<file path="src/rtl/bitty_uart_tx.sv">
// bitty_uart_tx: memory-mapped 8N1 UART transmitter with a small TX FIFO.
// Registers: 0x0 TXDATA (wo), 0x4 STATUS, 0x8 BAUDDIV, 0xC reserved.
module bitty_uart_tx #(
    parameter logic [31:0] BASE_ADDR   = 32'h1000_0000,
    parameter int unsigned FIFO_DEPTH  = 8,
    parameter logic [15:0] DEFAULT_DIV = 16'd433
) (
    input  logic        clk,
    input  logic        rst,
    input  logic        ce_i,
    input  logic        we_i,
    input  logic [31:0] addr_i,
    input  logic [3:0]  sel_i,
    input  logic [31:0] data_i,
    output logic [31:0] data_o,
    output logic        tx_o
);

    localparam int unsigned PTR_W = $clog2(FIFO_DEPTH);
    localparam int unsigned CNT_W = PTR_W + 1;

    typedef enum logic [1:0] {
        IDLE  = 2'd0,
        START = 2'd1,
        DATA  = 2'd2,
        STOP  = 2'd3
    } state_t;

    state_t             state, state_next;
    logic [7:0]         mem [FIFO_DEPTH];
    logic [PTR_W-1:0]   wptr, rptr;
    logic [CNT_W-1:0]   count;
    logic               overflow;
    logic [15:0]        div;
    logic [7:0]         shift, shift_next;
    logic [15:0]        baud_cnt, baud_next;
    logic [2:0]         bit_idx, bit_idx_next;
    logic               tx_next;
    logic               pop;

    logic               hit, wr, rd;
    logic [1:0]         off;
    logic               push_req, push, full, empty;
    logic               ovf_clr;
    logic               unused_bits;

    // Bus decode for the 16-byte register window
    assign hit      = ce_i & (addr_i[31:4] == BASE_ADDR[31:4]);
    assign wr       = hit & we_i;
    assign rd       = hit & ~we_i;
    assign off      = addr_i[3:2];
    assign full     = (count == CNT_W'(FIFO_DEPTH));
    assign empty    = (count == '0);
    assign push_req = wr & (off == 2'd0) & sel_i[0];
    assign push     = push_req & ~full;
    assign ovf_clr  = wr & (off == 2'd1) & sel_i[1] & data_i[8];
    assign unused_bits = ^{addr_i[1:0], sel_i[3:2], data_i[31:16]};

    // Combinational read mux; reads have no side effects
    always_comb begin
        data_o = '0;
        if (rd) begin
            case (off)
                2'd1:    data_o = {23'd0, overflow, 5'(count), empty, full, (state != IDLE)};
                2'd2:    data_o = {16'd0, div};
                default: data_o = '0;
            endcase
        end
    end

    // BAUDDIV register with byte-lane writes
    always_ff @(posedge clk or negedge rst) begin
        if (!rst) begin
            div <= DEFAULT_DIV;
        end else if (wr && off == 2'd2) begin
            if (sel_i[0]) div[7:0]  <= data_i[7:0];
            if (sel_i[1]) div[15:8] <= data_i[15:8];
        end
    end

    // FIFO storage; contents need no reset since pointers/count are cleared
    always_ff @(posedge clk) begin
        if (push) mem[wptr] <= data_i[7:0];
    end

    // FIFO pointers, occupancy and sticky overflow
    always_ff @(posedge clk or negedge rst) begin
        if (!rst) begin
            wptr     <= '0;
            rptr     <= '0;
            count    <= '0;
            overflow <= 1'b0;
        end else begin
            if (push) wptr <= wptr + PTR_W'(1);
            if (pop)  rptr <= rptr + PTR_W'(1);
            case ({push, pop})
                2'b10:   count <= count + CNT_W'(1);
                2'b01:   count <= count - CNT_W'(1);
                default: count <= count;
            endcase
            if (push_req && full) overflow <= 1'b1;
            else if (ovf_clr)     overflow <= 1'b0;
        end
    end

    // FSM state and serializer datapath registers
    always_ff @(posedge clk or negedge rst) begin
        if (!rst) begin
            state    <= IDLE;
            shift    <= '0;
            baud_cnt <= '0;
            bit_idx  <= '0;
            tx_o     <= 1'b1;
        end else begin
            state    <= state_next;
            shift    <= shift_next;
            baud_cnt <= baud_next;
            bit_idx  <= bit_idx_next;
            tx_o     <= tx_next;
        end
    end

    // Next-state logic; tx_o is registered from the next state's line level
    always_comb begin
        state_next   = state;
        shift_next   = shift;
        baud_next    = baud_cnt;
        bit_idx_next = bit_idx;
        pop          = 1'b0;
        tx_next      = 1'b1;
        case (state)
            IDLE: begin
                if (!empty) begin
                    pop        = 1'b1;
                    shift_next = mem[rptr];
                    baud_next  = div;
                    state_next = START;
                end
            end
            START: begin
                if (baud_cnt == '0) begin
                    baud_next    = div;
                    bit_idx_next = '0;
                    state_next   = DATA;
                end else begin
                    baud_next = baud_cnt - 16'd1;
                end
            end
            DATA: begin
                if (baud_cnt == '0) begin
                    baud_next    = div;
                    shift_next   = {1'b0, shift[7:1]};
                    bit_idx_next = bit_idx + 3'd1;
                    if (bit_idx == 3'd7) state_next = STOP;
                end else begin
                    baud_next = baud_cnt - 16'd1;
                end
            end
            STOP: begin
                if (baud_cnt == '0) begin
                    if (!empty) begin
                        pop        = 1'b1;
                        shift_next = mem[rptr];
                        baud_next  = div;
                        state_next = START;
                    end else begin
                        state_next = IDLE;
                    end
                end else begin
                    baud_next = baud_cnt - 16'd1;
                end
            end
            default: state_next = IDLE;
        endcase
        case (state_next)
            START:   tx_next = 1'b0;
            DATA:    tx_next = shift_next[0];
            default: tx_next = 1'b1;
        endcase
    end

endmodule

</file>
<file path="config.mk">
export PLATFORM = sky130hd
export DESIGN_NAME = bitty_uart_tx
export DESIGN_NICKNAME = d
export VERILOG_FILES = /design/src/rtl/bitty_uart_tx.sv
export SDC_FILE = /design/constraint.sdc
export NUM_CORES = 1
export LEC_CHECK = 0
export BUFFER_PORTS_ARGS = -buffer_cell sky130_fd_sc_hd__buf_2
export CORE_ASPECT_RATIO = 2
export CORE_MARGIN = 8
export CORE_UTILIZATION = 58
export CTS_CLUSTER_SIZE = 24
export DETAILED_ROUTE_END_ITERATION = 6
export HOLD_SLACK_MARGIN = 0.06
export PLACE_DENSITY = 0.8
export SLEW_MARGIN = 20
export SYNTH_ARGS = -nofsm -noshare
export SYNTH_HDL_FRONTEND = slang
export SYNTH_SLANG_ARGS = --single-unit
</file>
<file path="constraint.sdc">
create_clock -name clk -period 6.88 [get_ports clk]
set_clock_uncertainty 0.1 [all_clocks]
set_input_delay 0.688 -clock clk [delete_from_list [all_inputs] [get_ports clk]]
set_output_delay 0.688 -clock clk [all_outputs]
set_load 0.05 [all_outputs]
</file>
Word level (Yosys, flattened, before mapping)
Memory sizes are Yosys's and may differ from the RTL's.
Index checks and enable logic that the tools add are counted.
- register bits: 57
- memory bits (writable): 64
- bits of input ports: 72
- output and inout port bits: 33
- word-level logic and storage cells: 90
- memories: 1
- memories (name ; words ; width ; read ports ; clocked after memory_dff ; write ports ; line ; RTL):
    mem ; 8 ; 8 ; 1 ; 0 ; 1 ; 30 ; logic [7:0] mem [FIFO_DEPTH];
- add/subtract/negate cells: 6
- eq/ne operators: 15
- multiplexer cells: 29
- bitwise logic cells: 11
- reduce and logical (&&, ||, !) cells: 16
- operator list (operator ; number):
    2-to-1 mux 16 bit ; 3
    one-hot mux 16 bit (3 select lines) ; 1
    2-to-1 mux 32 bit ; 1
    one-hot mux 16 bit (2 select lines) ; 1
    equality test 28 x 25 -> 1 bit, second input constant ; 1
    2-to-1 mux 8 bit ; 3
    one-hot mux 8 bit (3 select lines) ; 1
    logical NOT 16 bit ; 1
    subtractor 16 x 1 -> 16 bit, second input constant ; 1
    equality test 2 bit, second input constant ; 5
    2-to-1 mux 2 bit ; 5
    adder 3 x 1 -> 3 bit, second input constant ; 3
    bitwise AND 1 bit ; 9
    equality test 2 x 1 -> 1 bit, second input constant ; 4
    one-hot mux 2 bit (4 select lines) ; 1
    one-hot mux 4 bit (2 select lines) ; 1
    nonzero test 2 bit ; 4
    2-to-1 mux 1 bit ; 7
    2-to-1 mux 3 bit ; 2
    != test 2 bit, second input constant ; 3
    one-hot mux 3 bit (2 select lines) ; 1
    AND reduction 3 bit ; 2
    adder 4 x 1 -> 4 bit, second input constant ; 1
    equality test 4 bit, second input constant ; 1
    other kinds (10) ; 15

Longest topological paths before layout
- depth after elaboration: 8
- mapped depth: 13

Worst setup path before layout
Ideal clock, no wire load.
- path type: input -> register
- from: input addr_i[20]
- to: memory mem[2][0] (enable)
- setup time: 398 ps
- data arrival time: 2611 ps
- setup slack: 3771 ps
- stages: 6
- path buffers: 0
- cell sequence: nor4b_1 nand4_1 nor2_1 and3_1 inv_1 nor4b_1
- longest elaborated chain between the ends: 8
- RTL lines (item ; line ; RTL):
    from (decl) ; 12 ; input logic [31:0] addr_i,
    equality test 28 x 25 -> 1 bit ; 48 ; assign hit = ce_i & (addr_i[31:4] == BASE_ADDR[31:4]);
    bitwise AND 1 bit ; 48 ;
    bitwise AND 1 bit ; 49 ; assign wr = hit & we_i;
    bitwise AND 1 bit (2 in a row) ; 54 ; assign push_req = wr & (off == 2'd0) & sel_i[0];
    bitwise AND 1 bit ; 55 ; assign push = push_req & ~full;
    2-to-1 mux 1 bit ; 83 ; if (push) mem[wptr] <= data_i[7:0];
    2-to-1 mux 1 bit (not written as such) ; 83 ;
    to (decl) ; 30 ;
Every way passes these cells.

Worst setup path in the final report
- from: register state[0]
- to: register count[3]
- longest elaborated chain between the ends: 4
- RTL lines (item ; line ; RTL):
    from (decl) ; 29 ; state_t state, state_next;
    from (signal assigned) ; 115 ; state <= state_next;
    equality test 2 bit / logical NOT 2 bit (equally long branches) ; 131 ; case (state)
    one-hot mux 1 bit (2 select lines) * ; 131 ;
    via pop ; 39 ; logic pop;
    equality test 2 x 1 -> 1 bit / equality test 2 bit (equally long branches) ; 96 ; case ({push, pop})
    one-hot mux 4 bit (2 select lines) / nonzero test 2 bit (equally long branches) ; - ;
    to (signal assigned) ; 97 ; 2'b10: count <= count + CNT_W'(1);
    to (signal assigned) ; 98 ; 2'b01: count <= count - CNT_W'(1);
    to (signal assigned) ; 99 ; default: count <= count;
    to (decl) ; 32 ; logic [CNT_W-1:0] count;
The timed path passes the listed nets; every way through them passes the cells marked *.
A chain may end at the register's enable or synchronous reset.

==> results.toml <==
[logic_synthesis]
ys_seq_area_frac = 0.540
synth_cell_types = 64
syn_inst = 503
syn_area_per_cell_sq_um = 12.4
synthAdderAreaFrac = 0.0375
synth_top_area_cell = "edfxtp_1"
synth_xor_area_frac = 0.0211
ys_warn_count = 0
synth-simple-area-share = 0.125
yosysTopAreaCellShare = 0.309
synth_edf_count = 64
ys_top_cells_by_area = "edfxtp_1 (31%), dfrtp_1 (21%), mux4_2 (5.8%)"
synthMuxAreaShare = 0.123
synthFlopType = "edfxtp_1"
synth_compound_area_frac = 0.109
async_flop_share = 0.471
netlist_area_sq_um = 6210
synth_top_family_by_area = "simple AND/OR/NAND/NOR gates"
synth_seq_cells = 121

[place]
dp_hpwl_um = 10800
gp_congestion = 0.882
portBuffers = 68
dp.cells = 693
pre_cts_ws_ns = 3.27

[layout]
fin_cells = 725
fill_cells = 740
nets = 665
area_growth_pct = 17.0
drive_above_1_share = 0.291
final_util = 0.694
n_antenna_cell = 0
seqCellArea_sq_um = 3360
multiInputGateArea_sq_um = 2650

[global_routing]
first_global_vias = 4704
grt_max_degree = 58
grt_pass1_wl_um = 24200
track_usage = 0.225
antenna_found_initial = 0
grt_overflow = 0

[floorplan]
chipWidth_um = 89.2
die-area_sq_um = 14500
core_area_sq_um = 10500
num_rows = 53
initial_core_util = 0.593
die_y_um = 162
top_level_ports = 105

[timing]
tightest_slew_ns = 0.926
post-route-min-period_ns = 3.67
grt_setup_unrepaired = "false"
slew_violations = 0
timing.fmax_mhz = 272
hold_violations = 0
hold_ws_ns = 0.315
setup_viol = 0
setup_tns_ns = 0
setup_ws_ns = 3.21
fin_crit_sh = 0.534
slew_headroom = 0.381

[cts]
holdBufCountCts = 0
cts.htree.levels = 4
clk_latency_ns = 0.42
cts_buffers = 17
postCtsResizedCells = 0
clkTransAtPathRegs_ns = 0.06
cts_root_buffer = "clkbuf_16"
clockBufferDepth = 2
cts.sinks = 121
cts_tree = "built"
cts_setup_buffers = 0

[setup_path]
end_kind = "register"
max_stage_delay_ns = 0.61
path_delay_family = "adder cells"
path_buf_inv = 0
crit_path_cell_trace = "ha_1, nor4b_1, and4_1, nor2_1, nor3_2, ha_1, ha_1, a21o_1, a21oi_1, xnor2_1, nor2_1, xor2_1"
critical_path_class = "register to register"
required_ns = 7.08
startpoint_type = "register"
arrival_ns = 3.87
path_max_fanout = 15
cp_common_cell = "ha_1"
slowest_stage = "ha_1"

[route]
vias = 4486
antenna_left = 0
viasPerCell = 6.19
dr.pass1.iters = 7
drt_iter0_drc = 313
wl_um = 15500
drc = 0
wire_per_inst_um = 21.4

[power_and_ir_drop]
p_per_area_nw_per_um2 = 285
ir_worst_vdd_uv = 321
p_leak_nw = 3.02

[run]
max-cap-violations = 0

[hold_path]
hold_class = "input port to async pin"

[run_status]
status = "finished clean"
## worst paths after layout
kind,startpoint,endpoint,slack [ns],cells past startpoint
max,state[0]$_DFF_PN0_,count[3]$_DFFE_PN0P_,3.21,12
min in group clk,bit_idx[1]$_DFFE_PN0P_,bit_idx[1]$_DFFE_PN0P_,0.40,1
min,rst,div[9]$_DFFE_PN0P_,0.32,2
max reg2reg,state[0]$_DFF_PN0_,count[3]$_DFFE_PN0P_,3.21,12
min reg2reg,bit_idx[1]$_DFFE_PN0P_,bit_idx[1]$_DFFE_PN0P_,0.40,1
max in group asynchronous,rst,rptr[0]$_DFFE_PN0P_,5.83,2
## layout make-up
cell class	instances	area share
clock inverter	15	0.0293
multi-input combinational	345	0.364
inverter	13	0.00671
tap	137	0.0236
clock buffer	17	0.0585
sequential	121	0.462
timing repair buffer	77	0.0561
## metal layers
metal / GRT usage / wire, um / part of all wire / vias to the layer above
li1: - / - / - / 2031
met1: 0.217 / 5170 / 0.33 / 2233
met2: 0.424 / 9080 / 0.59 / 179
met3: 0.0379 / 675 / 0.044 / 43
met4: 0.127 / 558 / 0.036 / 0
met5: 0 / 0 / 0 / -
## flip-flops by register name (all words and copies together), names as in the netlist
signal and flops:
baud_cnt 16, bit_idx 3, count 4, div 16
mem 64, overflow 1, rptr 3, shift 8
state 2, tx_o 1, wptr 3
## cell usage after synthesis (10+ instances only)
| master | n |
|---|---|
| mux2_2 | 21 |
| nor2_1 | 41 |
| nand2_1 | 32 |
| nor3_1 | 10 |
| ha_1 | 17 |
| edfxtp_1 | 64 |
| o21ai_0 | 26 |
| a22oi_1 | 17 |
| a21oi_1 | 18 |
| mux4_2 | 16 |
| inv_1 | 13 |
| mux2i_1 | 17 |
| clkbuf_1 | 10 |
| dfrtp_1 | 51 |
| buf_4 | 18 |
## placed cells by master, fill, tap and decap left out, drive strengths merged, types with 5 or more instances in the layout
master  synthesis  layout
a21o            5       5
a21oi          19      19
a22oi          17      17
and2            8       8
buf            28      77
clkbuf         11      17
conb            1      16
dfrtp          51      51
dfstp           6       6
edfxtp         64      64
ha             17      17
inv            13      19
mux2           21      21
mux2i          17      17
mux4           16      16
nand2          33      33
nor2           44      44
nor3           12      12
nor3b           5       5
nor4           10      10
nor4b           5       5
o21ai          27      27
o22ai           9       9
or4             5       5
xnor2           9       9
xor2            6       6
## stage by stage
stage,total power [mW],area (sq um)
finish,2.07,7270
global placement,1.10,6630
global route,2.13,7270
detailed placement,1.11,6630
floorplan,1.04,6270
CTS,2.07,7270
## report_power, final
group	switching, mW	total, mW	internal [mW]
clock network	0.345	0.959	0.614
registers	0.0455	0.838	0.792
logic	0.164	0.275	0.110
## logic make-up after synthesis
| kind of cell | Yosys count |
|---|---|
| XOR/XNOR | 15 |
| other | 1 |
| multiplexers | 54 |
| adder cells (fa/ha/maj) | 18 |
| AND/OR/NAND/NOR | 141 |
| buffers and inverters | 52 |
| flip-flops | 121 |
| AO/OA/AOI/OAI | 101 |
Note: power is estimated with default switching activity, not from simulation.
